<file path="config.mk">
export PLATFORM = sky130hd
export DESIGN_NAME = uart_rx
export DESIGN_NICKNAME = d
export VERILOG_FILES = /design/src/rtl/uart_rx.sv
export SDC_FILE = /design/constraint.sdc
export NUM_CORES = 1
export LEC_CHECK = 0
export ABC_AREA = 1
export BUFFER_PORTS_ARGS = -buffer_cell sky130_fd_sc_hd__buf_2
export CAP_MARGIN = 20
export CORE_MARGIN = 5
export CORE_UTILIZATION = 60
export DETAILED_ROUTE_END_ITERATION = 12
export PLACE_DENSITY = 0.88
export SYNTH_ARGS = -nofsm -noshare
export SYNTH_HDL_FRONTEND = slang
export SYNTH_SLANG_ARGS = --single-unit
</file>
<file path="constraint.sdc">
create_clock -name clk -period 2.4 [get_ports clk]
set_input_delay 0.48 -clock clk [delete_from_list [all_inputs] [get_ports clk]]
set_output_delay 0.48 -clock clk [all_outputs]
set_load 0.005 [all_outputs]
</file>
<file path="src/rtl/uart_rx.sv">
`timescale 1ns/1ps
// UART serial receiver: 2-flop rx synchroniser, oversampled majority-vote bit decisions, parity/stop checks.
// Latency: the word is presented one clk after the decision tick of the last stop bit.
// Backpressure: a one-word holding register with valid/ready; a word completing while it is full is dropped and flagged on overrun.
module uart_rx #(
  parameter int    CLK_        = 50000000,
  parameter int    BAUD_       = 115200,
  parameter int    DATA_       = 8,
  parameter int    STOP_       = 1,
  parameter string PARITY      = "none",
  parameter int    OVERSAMPLE_ = 16
) (
  input  logic             clk,
  input  logic             rst_,
  input  logic             rx,
  output logic [DATA_-1:0] data,
  output logic             valid,
  input  logic             ready,
  output logic             parity_err,
  output logic             frame_err,
  output logic             overrun,
  output logic             busy
);

  // Divider rounded to the nearest integer, never below one clk per tick.
  localparam int DIV_RAW = (CLK_ + (BAUD_ * OVERSAMPLE_) / 2) / (BAUD_ * OVERSAMPLE_);
  localparam int DIV     = (DIV_RAW < 1) ? 1 : DIV_RAW;
  localparam int DW      = (DIV > 1) ? $clog2(DIV) : 1;
  localparam int SW      = $clog2(OVERSAMPLE_);
  localparam int BW      = $clog2(DATA_ + 1);
  localparam int M       = OVERSAMPLE_ / 2;

  localparam bit PAR_EN   = (PARITY != "none");
  localparam bit PAR_EVEN = (PARITY == "even");
  localparam bit PAR_ODD  = (PARITY == "odd");
  localparam bit PAR_MARK = (PARITY == "mark");

  typedef enum logic [2:0] {
    S_IDLE,
    S_START,
    S_DATA,
    S_PARITY,
    S_STOP,
    S_WAIT_IDLE
  } state_t;

  state_t           r_state;
  state_t           w_state_nxt;

  logic             r_sync1;
  logic             r_sync2;
  logic             r_rxs_q;
  logic [DW-1:0]    r_div;
  logic [SW-1:0]    r_sc;
  logic [BW-1:0]    r_bcnt;
  logic [DATA_-1:0] r_shift;
  logic             r_s0;
  logic             r_s1;
  logic             r_perr;
  logic             r_ferr;

  logic [DATA_-1:0] r_data;
  logic             r_valid;
  logic             r_perr_o;
  logic             r_ferr_o;
  logic             r_ovr;

  logic             w_rxs;
  logic             w_fall;
  logic             w_tick;
  logic             w_decide;
  logic             w_wrap;
  logic             w_bit;
  logic             w_par_exp;

  logic             w_frame_start;
  logic             w_shift_en;
  logic             w_bcnt_clr;
  logic             w_bcnt_inc;
  logic             w_perr_set;
  logic             w_ferr_set;
  logic             w_done;

  assign w_rxs    = r_sync2;
  assign w_fall   = r_rxs_q & ~w_rxs;
  assign w_tick   = (r_div == DW'(DIV - 1));
  assign w_decide = w_tick && (r_sc == SW'(M + 1));
  assign w_wrap   = w_tick && (r_sc == SW'(OVERSAMPLE_ - 1));
  // Two of the three samples around mid-bit carry the decision; the third is the live value.
  assign w_bit    = (r_s0 & r_s1) | (r_s0 & w_rxs) | (r_s1 & w_rxs);

  // Bring the asynchronous line into the clk domain and keep last value for edge detection.
  always_ff @(posedge clk or negedge rst_) begin
    if (!rst_) begin
      r_sync1 <= 1'b1;
      r_sync2 <= 1'b1;
      r_rxs_q <= 1'b1;
    end else begin
      r_sync1 <= rx;
      r_sync2 <= r_sync1;
      r_rxs_q <= r_sync2;
    end
  end

  // Free-running oversample divider, re-phased on the start edge so ticks line up with the frame.
  always_ff @(posedge clk or negedge rst_) begin
    if (!rst_) begin
      r_div <= '0;
    end else if (w_frame_start || w_tick) begin
      r_div <= '0;
    end else begin
      r_div <= r_div + 1'b1;
    end
  end

  // Tick position within the current bit; held at zero while idle.
  always_ff @(posedge clk or negedge rst_) begin
    if (!rst_) begin
      r_sc <= '0;
    end else if (r_state == S_IDLE) begin
      r_sc <= '0;
    end else if (w_tick) begin
      r_sc <= (r_sc == SW'(OVERSAMPLE_ - 1)) ? '0 : r_sc + 1'b1;
    end
  end

  // Capture the two early majority samples just before and at mid-bit.
  always_ff @(posedge clk or negedge rst_) begin
    if (!rst_) begin
      r_s0 <= 1'b0;
      r_s1 <= 1'b0;
    end else if (w_tick) begin
      if (r_sc == SW'(M - 1)) r_s0 <= w_rxs;
      if (r_sc == SW'(M))     r_s1 <= w_rxs;
    end
  end

  // Expected parity bit for the word currently in the shift register.
  always_comb begin
    w_par_exp = 1'b0;
    if (PAR_EVEN)      w_par_exp = ^r_shift;
    else if (PAR_ODD)  w_par_exp = ~^r_shift;
    else if (PAR_MARK) w_par_exp = 1'b1;
  end

  // FSM state register.
  always_ff @(posedge clk or negedge rst_) begin
    if (!rst_) begin
      r_state <= S_IDLE;
    end else begin
      r_state <= w_state_nxt;
    end
  end

  // FSM next state and per-cycle control strobes.
  always_comb begin
    w_state_nxt   = r_state;
    w_frame_start = 1'b0;
    w_shift_en    = 1'b0;
    w_bcnt_clr    = 1'b0;
    w_bcnt_inc    = 1'b0;
    w_perr_set    = 1'b0;
    w_ferr_set    = 1'b0;
    w_done        = 1'b0;
    unique case (r_state)
      S_IDLE: begin
        if (w_fall) begin
          w_state_nxt   = S_START;
          w_frame_start = 1'b1;
        end
      end
      S_START: begin
        // A start bit that reads high at mid-bit was a glitch, not a frame.
        if (w_decide && w_bit) begin
          w_state_nxt = S_IDLE;
        end else if (w_wrap) begin
          w_state_nxt = S_DATA;
          w_bcnt_clr  = 1'b1;
        end
      end
      S_DATA: begin
        if (w_decide) w_shift_en = 1'b1;
        if (w_wrap) begin
          if (r_bcnt == BW'(DATA_ - 1)) begin
            w_bcnt_clr  = 1'b1;
            w_state_nxt = PAR_EN ? S_PARITY : S_STOP;
          end else begin
            w_bcnt_inc = 1'b1;
          end
        end
      end
      S_PARITY: begin
        if (w_decide && (w_bit != w_par_exp)) w_perr_set = 1'b1;
        if (w_wrap) w_state_nxt = S_STOP;
      end
      S_STOP: begin
        if (w_decide) begin
          if (!w_bit) w_ferr_set = 1'b1;
          // The word completes mid-way through the last stop bit so a following start edge is not missed.
          if (r_bcnt == BW'(STOP_ - 1)) begin
            w_done      = 1'b1;
            w_state_nxt = (r_ferr || !w_bit) ? S_WAIT_IDLE : S_IDLE;
          end
        end
        if (w_wrap) w_bcnt_inc = 1'b1;
      end
      S_WAIT_IDLE: begin
        // A held break must release before another frame can start.
        if (w_rxs) w_state_nxt = S_IDLE;
      end
      default: w_state_nxt = S_IDLE;
    endcase
  end

  // Bit counter for data and stop bits.
  always_ff @(posedge clk or negedge rst_) begin
    if (!rst_) begin
      r_bcnt <= '0;
    end else if (w_frame_start || w_bcnt_clr) begin
      r_bcnt <= '0;
    end else if (w_bcnt_inc) begin
      r_bcnt <= r_bcnt + 1'b1;
    end
  end

  // LSB-first shift register: the first data bit ends up in bit 0.
  always_ff @(posedge clk or negedge rst_) begin
    if (!rst_) begin
      r_shift <= '0;
    end else if (w_shift_en) begin
      r_shift <= {w_bit, r_shift[DATA_-1:1]};
    end
  end

  // Per-frame error accumulators, cleared at each start edge.
  always_ff @(posedge clk or negedge rst_) begin
    if (!rst_) begin
      r_perr <= 1'b0;
      r_ferr <= 1'b0;
    end else if (w_frame_start) begin
      r_perr <= 1'b0;
      r_ferr <= 1'b0;
    end else begin
      if (w_perr_set) r_perr <= 1'b1;
      if (w_ferr_set) r_ferr <= 1'b1;
    end
  end

  // Output holding register: load when empty or draining this cycle, else drop and flag overrun.
  always_ff @(posedge clk or negedge rst_) begin
    if (!rst_) begin
      r_data   <= '0;
      r_valid  <= 1'b0;
      r_perr_o <= 1'b0;
      r_ferr_o <= 1'b0;
      r_ovr    <= 1'b0;
    end else begin
      r_ovr <= 1'b0;
      if (w_done && (!r_valid || ready)) begin
        r_data   <= r_shift;
        r_perr_o <= r_perr;
        r_ferr_o <= r_ferr | w_ferr_set;
        r_valid  <= 1'b1;
      end else begin
        if (w_done) r_ovr <= 1'b1;
        if (r_valid && ready) r_valid <= 1'b0;
      end
    end
  end

  assign data       = r_data;
  assign valid      = r_valid;
  assign parity_err = r_perr_o;
  assign frame_err  = r_ferr_o;
  assign overrun    = r_ovr;
  assign busy       = (r_state != S_IDLE);

endmodule

</file>
Word level (Yosys, flattened, before mapping):

Cells that the tools add are included.

* bits of input ports: 4
* word-level logic and storage cells: 114
* register bits: 43
* output and inout bits: 13
* bits in read-only memories: 0
* memory bits (writable): 0
* bits in latches: 0
* memories: 0

* reduce and logical (&&, ||, !) cells: 22
* magnitude comparators: 0
* $add $sub $neg: 3
* multiply operators: 0
* divide/modulo/power cells: 0
* bitwise operators: 8
* shift operators: 0
* multiplexer cells: 45
* eq/ne operators: 19

Operator list (number)
* 2-to-1 mux 3 bit: 10
* 2-to-1 mux 1 bit: 26
* 2-to-1 mux 4 bit: 5
* one-hot mux 3 bit (6 select lines): 1
* != test 2 bit, second input constant: 7
* == test 4 bit, second input constant: 3
* nonzero test 2 bit: 5
* adder 4 x 1 -> 4 bit, second input constant: 2
* == test 4 x 3 -> 1 bit, second input constant: 2
* AND reduction 8 bit: 1
* == test 3 x 2 -> 1 bit, second input constant: 2
* == test 3 bit, second input constant: 2
* adder 5 x 1 -> 5 bit, second input constant: 1
* == test 5 bit, second input constant: 1
* logical AND 1 bit: 5
* 2-to-1 mux 5 bit: 1
* AND 1 bit: 4
* zero test 4 bit: 1
* logical OR 1 bit: 4
* one-hot mux 1 bit (2 select lines): 2
* AND reduction 2 bit: 2
* == test 3 x 1 -> 1 bit, second input constant: 1
* zero test 3 bit: 1
* != test 3 bit, second input constant: 1
* 4 further kinds: 7

Logic depth before layout (Yosys ltp):

Gate-level depths: netlist (run 1).

* depth after elaboration: 9
* mapped depth: 12
* mapped depth without buffers: 12

Worst setup path after synthesis (run 1):

OpenSTA, ideal clock, no wires.

* path kind: reg-to-reg
* from: register r_div[0]
* to: register r_shift[6]
* stages on the path, launching flop included: 11
* setup time: 0.118 ns
* data arrival time: 1.396 ns
* period minus slack after synthesis: 1.515 ns
* path slack: 0.885 ns
* buffers on the path: 1
* data required time: 2.282 ns
* cells stage by stage: dfrtp_1 inv_1 ha_1 nand2_2 nor2_8 inv_2 nor3_4 nand2_2 buf_6 nand2_1 o21ai_2

* longest elaborated chain between the ends: 4

Ends and longest elaborated chain
* start, declared: RTL line 53 `logic [DW-1:0] r_div;`
* start signal, assigned: RTL line 112 `r_div <= r_div + 1'b1;`
* == test 5 bit: RTL line 86 `assign w_tick = (r_div == DW'(DIV - 1));`
* logical AND 1 bit: RTL line 87 `assign w_decide = w_tick && (r_sc == SW'(M + 1));`
* 2-to-1 mux 1 bit: RTL line 182 `if (w_decide) w_shift_en = 1'b1;`
* 2-to-1 mux 1 bit: RTL line 165 `unique case (r_state)`
* end signal, assigned: RTL line 231 `r_shift <= {w_bit, r_shift[DATA_-1:1]};`
* end, declared: RTL line 56 `logic [DATA_-1:0] r_shift;`

Every way passes these cells.
A chain may end at the register's enable or synchronous reset.

Worst setup path after layout (run 1):

* from: register r_state[0]
* to: output busy

* longest elaborated chain between the ends: 1

Ends and longest elaborated chain
* start, declared: RTL line 47 `state_t r_state;`
* start signal, assigned: RTL line 151 `r_state <= w_state_nxt;`
* nonzero test 3 bit: RTL line 276 `assign busy = (r_state != S_IDLE);`
* end, declared: RTL line 22 `output logic busy`

Every way passes these cells.

==> results of run 1 <==
metrics by stage:
step / setup WS [ns] / util (%) / hold WS [ns]
after floorplan: 0.885 / - / 0.184
after global placement: 0.718 / 65.6 / 0.346
after detailed placement: 0.683 / 65.6 / 0.349
after CTS: 0.433 / 67.4 / 0.0651
after global routing: 0.252 / 67.4 / 0.0683
final: 0.448 / 67.4 / 0.0607
layer usage:
metal | GRT usage (%) | up-vias
met2 | 28.8 | 33
met3 | 5.19 | 7
li1 | - | 794
met4 | 7.06 | 0
met5 | 0 | -
met1 | 23.0 | 707
worst max-delay path, stage by stage (launching register included):
cell and delay (ns):
sky130_fd_sc_hd__dfrtp_1 0.44, sky130_fd_sc_hd__nor2_1 0.20, sky130_fd_sc_hd__inv_1 0.06, sky130_fd_sc_hd__nor2_1 0.16
sky130_fd_sc_hd__inv_1 0.13, sky130_fd_sc_hd__buf_2 0.15
Yosys cell counts (all sizes together):
| master | n |
|---|---|
| nand3 | 21 |
| inv | 31 |
| nor2 | 24 |
| xnor2 | 1 |
| o21ai | 13 |
| buf | 2 |
| dfstp | 3 |
| nand2 | 78 |
| xor2 | 3 |
| ha | 7 |
| clkinv | 1 |
| o21a | 2 |
| nand4 | 1 |
| nor3 | 5 |
| nor3b | 1 |
| dfrtp | 40 |
| a21boi | 1 |
| a21oi | 5 |
cells by family after synthesis:
| family | share of synthesized area (%) |
|---|---|
| DFF | 51.8 |
| and+or+nand+nor | 27.9 |
| buffers and inverters | 6.84 |
| xor gates and xnor gates | 1.68 |
| AOI/OAI and AO/OA | 7.56 |
| adders and majority gates | 4.20 |
final timing paths:
kind,startpoint,cells after the start,to
max,r_state[0],5,busy
max reg2reg,r_div[0],10,frame_err
max in group asynchronous,rst_,2,r_sync2
min reg2reg,r_sync1,0,r_sync2
min in group clk,rx,1,r_sync1
min,rst_,1,r_div[4]
power by group through the flow:
stage / Clock, uW / Combinational [uW] / Sequential (uW)
CTS: 373 / 277 / 834
floorplan: 0 / 211 / 836
finish: 359 / 272 / 834
global placement: 0 / 267 / 843
global route: 405 / 325 / 842
detailed placement: 0 / 276 / 847
cell type report:
| type | instances | area (sq um) | area share [%] |
|---|---|---|---|
| clock buffers | 5 | 37.5 | 1.65 |
| clock inverters | 3 | 23.8 | 1.05 |
| inverters | 32 | 120 | 5.30 |
| multi-input cells | 162 | 862 | 38.0 |
| flip-flops and latches | 43 | 1080 | 47.6 |
| well taps | 46 | 57.6 | 2.54 |
| repair buffers | 17 | 87.6 | 3.86 |
state kept, by name (all words and copies together) (netlist names):
signal	cells
r_ferr	1
overrun	1
valid	1
r_state	3
r_bcnt	4
r_s0	1
r_s1	1
r_perr	1
r_div	5
r_rxs_q	1
r_sync2	1
r_shift	8
data	8
r_sync1	1
parity_err	1
frame_err	1
r_sc	4
==> out/summary.md, run 1 <==
CTS
* built — clock tree from TritonCTS
* 0.35 ns — latest clock arrival within the worst-skew pair
* 2 — htree depth
* 5 — clock buffers created by TritonCTS
* 0.14 ns — Worst-path clk slew
* 0 — PostCTS Resize Cnt
* sky130_fd_sc_hd__clkbuf_4 — clock root cell
* 2 — clock buffer depth
* 0 — Post-CTS Hold Fix Bufs
* 43 — CTS sink cnt
* 0 — buffers inserted during post-CTS setup optimization

Die
* 3360 sq um — placeable core region
* 17 — ports placed on the boundary
* 4750 sq um — die area
* 62.0% — initial cell density of the core
* 21 — Std-Cell Rows
* 68.9 um — chip height
* 68.9 um — die width

STA
* 0 — final number of hold-violating endpoints
* 0 — Pins Over Slew Limit
* 81.3% — part of the cycle the worst path needs
* 0.474 ns — worst-margin pin slew
* 512 MHz — max frequency
* 0 ns — total negative setup slack
* 1.95 ns — time the final worst path needs with I/O delays and setup
* 0.0132 ns — Setup Skew
* no — unrepaired setup endpoints after global routing
* 68.4% — Slew Limit Headroom
* 0 — Setup-failing EPs final

Finish
* 0 — antenna diode instance count
* sky130_fd_sc_hd__nand2_1 — most frequent standard cell in the layout excluding fill and tap cells
* 285 — fill cell total of the finished layout
* sky130_fd_sc_hd__nand2_1, sky130_fd_sc_hd__dfrtp_1, sky130_fd_sc_hd__inv_1 — leading cell types in the layout, fill and taps excluded
* 308 — Layout Cells excl Fill
* 272 — layout net count
* 20.2% — share of layout cells above drive strength 1
* 8.82% — layout overhead on the synthesized area
* 2270 sq um — Final Cell Area

Yosys
* 26 — distinct cell type count after synthesis
* 51.8% — sequential element share of the synthesized area
* 250 — net count of the mapped netlist
* 2080 sq um — Syn Std Cell Area
* 0 — number of warnings issued by yosys
* sky130_fd_sc_hd__dfrtp_1 — largest area contributor in the synthesized netlist
* 48.0% — area share of the leading cell type in the synthesized netlist
* 239 — count of mapped cells out of synthesis
* sky130_fd_sc_hd__dfrtp_1, sky130_fd_sc_hd__nand2_1, sky130_fd_sc_hd__inv_1 — largest cells by area after synthesis
* 43 — number of register bits inferred by synthesis
* 8.72 sq um — Mapped Avg Cell Area

Global routing
* 0 — final global-route overflow total
* 18.0% — total track usage
* 1460 — number of global-route vias before repair
* 6290 um — wire length of the first global-routing pass
* 23 — pin count of the biggest net entering global routing
* 0 — number of antenna violations at the first check in global routing

Routing
* 3460 um — total detailed-routing wirelength
* 1590 um — Metal-1 WL
* met4 — uppermost layer routed
* 5 — TritonRoute pass-1 iters
* 11.2 um — drt wl/cell
* 134 um — Met3 Wirelength
* 5.00 — average vias per placed instance
* 83 — number of DRC markers in iteration 0
* 0 — DRC violation count after routing
* 1541 — total via count in the routed design
* 1680 um — Detail Route met2 WL
* 0 — Antenna Violating Nets Remaining

Run status
* finished, final reports clean — run status

Run
* 0 — number of maximum-capacitance violations

Placed design
* 16 — IO Port Bufs
* 0.911 — last weighted congestion value of the routability-driven placer
* 2730 um — final HPWL from detailed placement
* 2210 sq um — post-placement cell area
* 300 — cell count after placement

Setup path
* register — critical path launch point type
* 0.68 ns — setup slack of the worst register-to-register path
* 1.92 ns — Data required, critical path
* 5 — maximum fanout along the worst path
* output port — kind of capture point of the worst setup path
* 1.47 ns — crit path DAT
* register to output port — class of the most critical setup path

Power
* 32.0% — net switching share of the total power
* 468 uW — sw power
* 646 nW/um^2 — power per unit of standard cell area
* 0.00122 uW — standby leakage power
* 24.5% — clock network fraction of design power
* 18.6% — share of total power in combinational logic
* 1460 uW — post-route total power
* 0.374 mV — largest vdd supply drop
* 997 uW — P_int
* 56.9% — relative contribution of sequential cells to total power

Hold path
* primary input to async pin — classification of the worst-slack hold path

No activity file was read; power rests on OpenSTA's default activity.
==> run 2: changes to the inputs <==
--- a/config.mk
+++ b/config.mk
@@ -9,9 +9,9 @@
 export BUFFER_PORTS_ARGS = -buffer_cell sky130_fd_sc_hd__buf_2
 export CAP_MARGIN = 20
 export CORE_MARGIN = 5
-export CORE_UTILIZATION = 60
+export CORE_UTILIZATION = 58
 export DETAILED_ROUTE_END_ITERATION = 12
-export PLACE_DENSITY = 0.88
+export PLACE_DENSITY = 0.86
 export SYNTH_ARGS = -nofsm -noshare
 export SYNTH_HDL_FRONTEND = slang
 export SYNTH_SLANG_ARGS = --single-unit
==> constraint.sdc (replaced) <==
create_clock -name clk -period 2 [get_ports clk]
set_input_delay 0.4 -clock clk [delete_from_list [all_inputs] [get_ports clk]]
set_output_delay 0.4 -clock clk [all_outputs]
set_load 0.005 [all_outputs]
==> out/summary.md, run 2 (same netlist as run 1, synthesis figures left out) <==
Setup path
* r_shift[3] — endpoint of the worst-slack reg-to-reg timing path
* nor2_2 -> inv_1 -> nor2_2 -> inv_1 -> buf_2 — sequence of cells on the critical path
* register to output port — class of the most critical setup path
* output port — kind of capture point of the worst setup path
* r_div[0] — r2r startpoint
* 5 — logic depth of the worst path, buffers included, unchanged
* 9 — worst-case reg-to-reg path depth, -1
* 3 — CP Buf/Inv Count, unchanged
* 1.41 ns — crit path DAT, -0.06 ns
* 0.22 ns — setup slack of the worst register-to-register path, -0.46 ns
* 5 — maximum fanout along the worst path, unchanged
* register — critical path launch point type
* 0.46 ns — Critical Path Max Stage Delay, +0.02 ns
* sky130_fd_sc_hd__dfrtp_1 — library cell contributing the largest single delay on the critical path
* flip-flops — gate family responsible for the most delay along the worst path
* 1.60 ns — Data required, critical path, -0.32 ns

Global routing
* 0 — final global-route overflow total, unchanged
* 0 — number of antenna violations at the first check in global routing, unchanged
* 6540 um — wire length of the first global-routing pass, +4.0%
* 16.8% — total track usage, -1.2 points
* 37 — pin count of the biggest net entering global routing, +61%
* 1467 — number of global-route vias before repair, +0.48%

STA
* 0 — Pins Over Slew Limit, unchanged
* no — unrepaired setup endpoints after global routing
* 0.00913 ns — Setup Skew, -0.00411 ns
* 0 ns — total negative setup slack, unchanged
* 0 — Setup-failing EPs final, unchanged
* 553 MHz — max frequency
* 0.107 ns — hold_ws, +0.0467 ns
* 0 — final number of hold-violating endpoints, unchanged
* 0.771 ns — worst-margin pin slew, +0.297 ns
* 1.81 ns — time the final worst path needs with I/O delays and setup
* 48.6% — Slew Limit Headroom, -20 points
* 90.5% — part of the cycle the worst path needs

CTS
* built — clock tree from TritonCTS
* sky130_fd_sc_hd__clkbuf_4 — clock root cell
* 5 — clock buffers created by TritonCTS, unchanged
* 43 — CTS sink cnt, unchanged
* 0.12 ns — Worst-path clk slew, -0.02 ns
* 0 — buffers inserted during post-CTS setup optimization, unchanged
* 2 — htree depth, unchanged
* 2 — clock buffer depth, unchanged
* 0.35 ns — latest clock arrival within the worst-skew pair, about the same

Power
* 23.5% — clock network fraction of design power, -1.0 points
* 772 nW/um^2 — power per unit of standard cell area, +20%
* 1750 uW — post-route total power, +20%
* 19.2% — share of total power in combinational logic, +0.6 points
* 0.00123 uW — standby leakage power, +0.48%
* 1200 uW — P_int, +20%
* 31.7% — net switching share of the total power, -0.21 points
* 57.4% — relative contribution of sequential cells to total power, +0.5 points
* 0.532 mV — largest vdd supply drop, +42%
* 557 uW — sw power, +19%

Routing
* 1576 — total via count in the routed design, +2.3%
* 4 — TritonRoute pass-1 iters, -1
* 5.10 — average vias per placed instance, +1.9%
* 0 — DRC violation count after routing, unchanged
* 11.9 um — drt wl/cell, +5.5%
* 116 — number of DRC markers in iteration 0, +40%
* 3660 um — total detailed-routing wirelength, +5.8%
* 0 — Antenna Violating Nets Remaining, unchanged

Die
* 3420 sq um — placeable core region, +1.6%
* 17 — ports placed on the boundary, unchanged
* 61.0% — initial cell density of the core, -0.95 points
* 4890 sq um — die area, +3.0%
* 70.0 um — die width, +1.5%
* 21 — Std-Cell Rows, unchanged
* 70.0 um — chip height, +1.5%

Finish
* 0 — antenna diode instance count, unchanged
* 273 — layout net count, +0.37%
* 20.9% — share of layout cells above drive strength 1, +0.68 points
* sky130_fd_sc_hd__nand2_1 — most frequent standard cell in the layout excluding fill and tap cells
* 1080 sq um — FF/Latch Area, unchanged
* 9.06% — layout overhead on the synthesized area
* 867 sq um — area of the multi-input gates, +0.58%
* 66.6% — Final Util, -0.89 points
* 303 — fill cell total of the finished layout, +6.3%
* sky130_fd_sc_hd__nand2_1, sky130_fd_sc_hd__dfrtp_1, sky130_fd_sc_hd__inv_1 — leading cell types in the layout, fill and taps excluded

Placed design
* 2780 um — final HPWL from detailed placement, +1.9%
* 16 — IO Port Bufs, unchanged
* 0.886 — last weighted congestion value of the routability-driven placer, -2.8%

Run status
* finished, final reports clean — run status

Run
* 0 — number of maximum-capacitance violations, unchanged

Hold path
* primary input to async pin — classification of the worst-slack hold path

## run 2: changes by cell type in the layout (fill, tap and decap cells not counted), sizes merged
cell      previous run  this run
clkbuf               5         6
clkinv               1         2
buf                 17        18
inv                 32        31
clkinvlp             2         1
## run 2: repair_timing
item | CTS | global route
resized for setup | 0 | 2
hold buffers | 0 | 0
setup endpoints to repair | 0 | 1
## run 2: stage by stage
stage                     setup slack, ns  instance area, sq um  cells
final                               0.190                  2270    309
after global routing               0.0618                  2270    309
after CTS                           0.105                  2270    309
after detailed placement            0.225                  2210    301
after global placement              0.303                  2210    301
after floorplan                     0.485                  2080    239
## run 2: how the worst max path moves through the flow
| stage | end | slack (ns) | start |
|---|---|---|---|
| 3_3_place_gp | r_shift[5] | 0.30 | r_div[0] |
| 6_report | busy | 0.19 | r_state[0] |
| 5_1_grt | busy | 0.06 | r_state[0] |
| 4_1_cts | busy | 0.10 | r_state[0] |
| 3_5_place_dp | r_shift[3] | 0.23 | r_div[0] |
| 2_1_floorplan | r_shift[6] | 0.49 | r_div[0] |
## run 2: power groups by stage
stage	sequential, uW	clock, uW	combinational [uW]
2_1_floorplan	1000	0	253
3_3_place_gp	1010	0	320
3_5_place_dp	1020	0	329
4_1_cts	1000	426	331
5_1_grt	1020	466	387
6_report	1010	412	337
## run 2: cell type report
class	count	share of cell area [%]
tap	46	2.53
sequential	43	47.5
timing repair buffer	18	4.18
inverter	32	5.28
clock inverter	2	0.550
clock buffer	6	1.82
multi-input combinational	162	38.1
## run 2: routing by layer
layer | share of wire [%] | global-route usage [%]
met1 | 46 | 21.0
met2 | 49 | 27.5
met3 | 2.6 | 4.73
met4 | 1.7 | 6.38
met5 | 0 | 0
==> run 3: changes to the inputs <==
--- a/config.mk
+++ b/config.mk
@@ -9,9 +9,10 @@
 export BUFFER_PORTS_ARGS = -buffer_cell sky130_fd_sc_hd__buf_2
 export CAP_MARGIN = 20
 export CORE_MARGIN = 5
-export CORE_UTILIZATION = 58
+export CORE_UTILIZATION = 60
+export CTS_BUF_LIST = sky130_fd_sc_hd__clkbuf_8
 export DETAILED_ROUTE_END_ITERATION = 12
-export PLACE_DENSITY = 0.86
+export PLACE_DENSITY_LB_ADDON = 0.1
 export SYNTH_ARGS = -nofsm -noshare
 export SYNTH_HDL_FRONTEND = slang
 export SYNTH_SLANG_ARGS = --single-unit
==> out/summary.md, run 3 (same netlist as run 1, synthesis figures left out) <==
STA
* 1.82 ns — time the final worst path needs with I/O delays and setup, +0.0120 ns
* 0.00857 ns — Setup Skew, -0.000563 ns
* 0 — final number of hold-violating endpoints, unchanged
* 0.457 ns — worst-margin pin slew, -0.315 ns
* 549 MHz — max frequency, -0.66%
* 69.6% — Slew Limit Headroom, +21 points
* no — unrepaired setup endpoints after global routing
* 91.1% — part of the cycle the worst path needs, +0.60 points
* 0.178 ns — setup slack of the critical path after layout, -0.0120 ns
* 0 ns — total negative setup slack, unchanged
* 0 — Pins Over Slew Limit, unchanged
* 0 — Setup-failing EPs final, unchanged

Global routing
* 0 — number of antenna violations at the first check in global routing, unchanged
* 19.0% — total track usage, +2.2 points
* 6530 um — wire length of the first global-routing pass, -0.21%
* 25 — pin count of the biggest net entering global routing, -32%
* 0 — final global-route overflow total, unchanged
* 1477 — number of global-route vias before repair, +0.68%

Routing
* 4 — TritonRoute pass-1 iters, unchanged
* 62 — number of DRC markers in iteration 0, -47%
* 11.8 um — drt wl/cell, -0.52%
* 0 — Antenna Violating Nets Remaining, unchanged
* 0 — DRC violation count after routing, unchanged
* 5.08 — average vias per placed instance, -0.38%
* 3630 um — total detailed-routing wirelength, -0.85%
* 1565 — total via count in the routed design, -0.70%

CTS
* 43 — CTS sink cnt, unchanged
* 0 — buffers inserted during post-CTS setup optimization, unchanged
* 0 — PostCTS Resize Cnt, unchanged
* 2 — htree depth, unchanged
* 0 — Post-CTS Hold Fix Bufs, unchanged
* built — clock tree from TritonCTS
* 5 — clock buffers created by TritonCTS, unchanged
* 0.30 ns — latest clock arrival within the worst-skew pair, -0.05 ns
* 2 — clock buffer depth, unchanged
* sky130_fd_sc_hd__clkbuf_8 — clock root cell
* 0.08 ns — Worst-path clk slew, -0.04 ns

Setup path
* r_div[0] — r2r startpoint
* 1.60 ns — Data required, critical path, about the same
* r_shift[5] — endpoint of the worst-slack reg-to-reg timing path
* register — critical path launch point type
* output port — kind of capture point of the worst setup path
* 9 — worst-case reg-to-reg path depth, unchanged
* 1.42 ns — crit path DAT, about the same
* 5 — maximum fanout along the worst path, unchanged
* register to output port — class of the most critical setup path
* 0.25 ns — setup slack of the worst register-to-register path, +0.03 ns

Finish
* 10.7% — layout overhead on the synthesized area
* 862 sq um — area of the multi-input gates, -0.58%
* 0 — antenna diode instance count, unchanged
* sky130_fd_sc_hd__nand2_1 — most frequent standard cell in the layout excluding fill and tap cells
* 284 — fill cell total of the finished layout, -6.3%
* 20.2% — share of layout cells above drive strength 1, -0.68 points
* 272 — layout net count, -0.37%
* sky130_fd_sc_hd__nand2_1, sky130_fd_sc_hd__dfrtp_1, sky130_fd_sc_hd__inv_1 — leading cell types in the layout, fill and taps excluded
* 2310 sq um — Final Cell Area, +1.5%
* 1080 sq um — FF/Latch Area, unchanged
* 68.6% — Final Util, +2.1 points

Placed design
* 2220 sq um — post-placement cell area, +0.23%
* 16 — IO Port Bufs, unchanged
* 0.265 ns — minimum setup slack after placement, +0.0394 ns
* 0.877 — last weighted congestion value of the routability-driven placer, -1.0%
* 2760 um — final HPWL from detailed placement, -0.87%

Run
* 0 — number of maximum-capacitance violations, unchanged

Die
* 68.9 um — die width, -1.4%
* 62.0% — initial cell density of the core, +0.95 points
* 4750 sq um — die area, -2.9%
* 3360 sq um — placeable core region, -1.5%
* 68.9 um — chip height, -1.4%
* 21 — Std-Cell Rows, unchanged
* 17 — ports placed on the boundary, unchanged

Power
* 29.2% — clock network fraction of design power, +5.7 points
* 17.7% — share of total power in combinational logic, -1.5 points
* 1300 uW — P_int, +8.7%
* 587 uW — sw power, +5.4%
* 818 nW/um^2 — power per unit of standard cell area, +6.0%
* 0.00124 uW — standby leakage power, +0.90%
* 53.1% — relative contribution of sequential cells to total power, -4.3 points
* 0.596 mV — largest vdd supply drop, +12%
* 31.1% — net switching share of the total power, -0.65 points

Hold path
* primary input to async pin — classification of the worst-slack hold path

Run status
* finished, final reports clean — run status

-- run 3: worst max-delay path by stage --
stage / cells past startpoint / endpoint / startpoint / slack [ns]
3_3_place_gp: 9 / r_shift[1] / r_div[0] / 0.28
5_1_grt: 5 / busy / r_state[0] / 0.07
4_1_cts: 5 / busy / r_state[0] / 0.17
3_5_place_dp: 10 / data[4] / r_div[0] / 0.26
6_report: 5 / busy / r_state[0] / 0.18
2_1_floorplan: 10 / r_shift[6] / r_div[0] / 0.49
-- run 3: final cells by class --
type / count / share of cell area, %
clock buffer: 5 / 2.98
clock inverter: 3 / 0.867
inverter: 32 / 5.20
multi-input combinational: 162 / 37.3
sequential: 43 / 46.8
tap: 46 / 2.49
timing repair buffer: 17 / 4.34
-- run 3: metrics by stage --
step	total power [uW]	instances	hold slack, ns
after floorplan	1260	239	0.104
after global placement	1340	300	0.346
after detailed placement	1360	300	0.351
after CTS	1910	308	0.0412
after global routing	2010	308	0.0495
final	1890	308	0.0350
-- run 3: routing by layer --
layer | track usage [%] | vias up | share of wire (%)
li1 | - | 793 | -
met1 | 23.7 | 741 | 47
met2 | 30.5 | 24 | 46
met3 | 6.16 | 7 | 5.0
met4 | 7.54 | 0 | 1.7
met5 | 0 | - | 0
-- run 3: worst max-delay path: stages, from the launching register on --
cell	delay [ns]
sky130_fd_sc_hd__dfrtp_1	0.43
sky130_fd_sc_hd__nor2_1	0.19
sky130_fd_sc_hd__inv_1	0.06
sky130_fd_sc_hd__nor2_1	0.16
sky130_fd_sc_hd__inv_1	0.14
sky130_fd_sc_hd__buf_2	0.15
-- run 3: power groups by stage --
| stage | logic, uW | registers, uW | clock network, uW |
|---|---|---|---|
| floorplan | 253 | 1000 | 0 |
| global placement | 329 | 1020 | 0 |
| detailed placement | 340 | 1020 | 0 |
| CTS | 342 | 1000 | 566 |
| global route | 390 | 1020 | 607 |
| finish | 335 | 1000 | 551 |
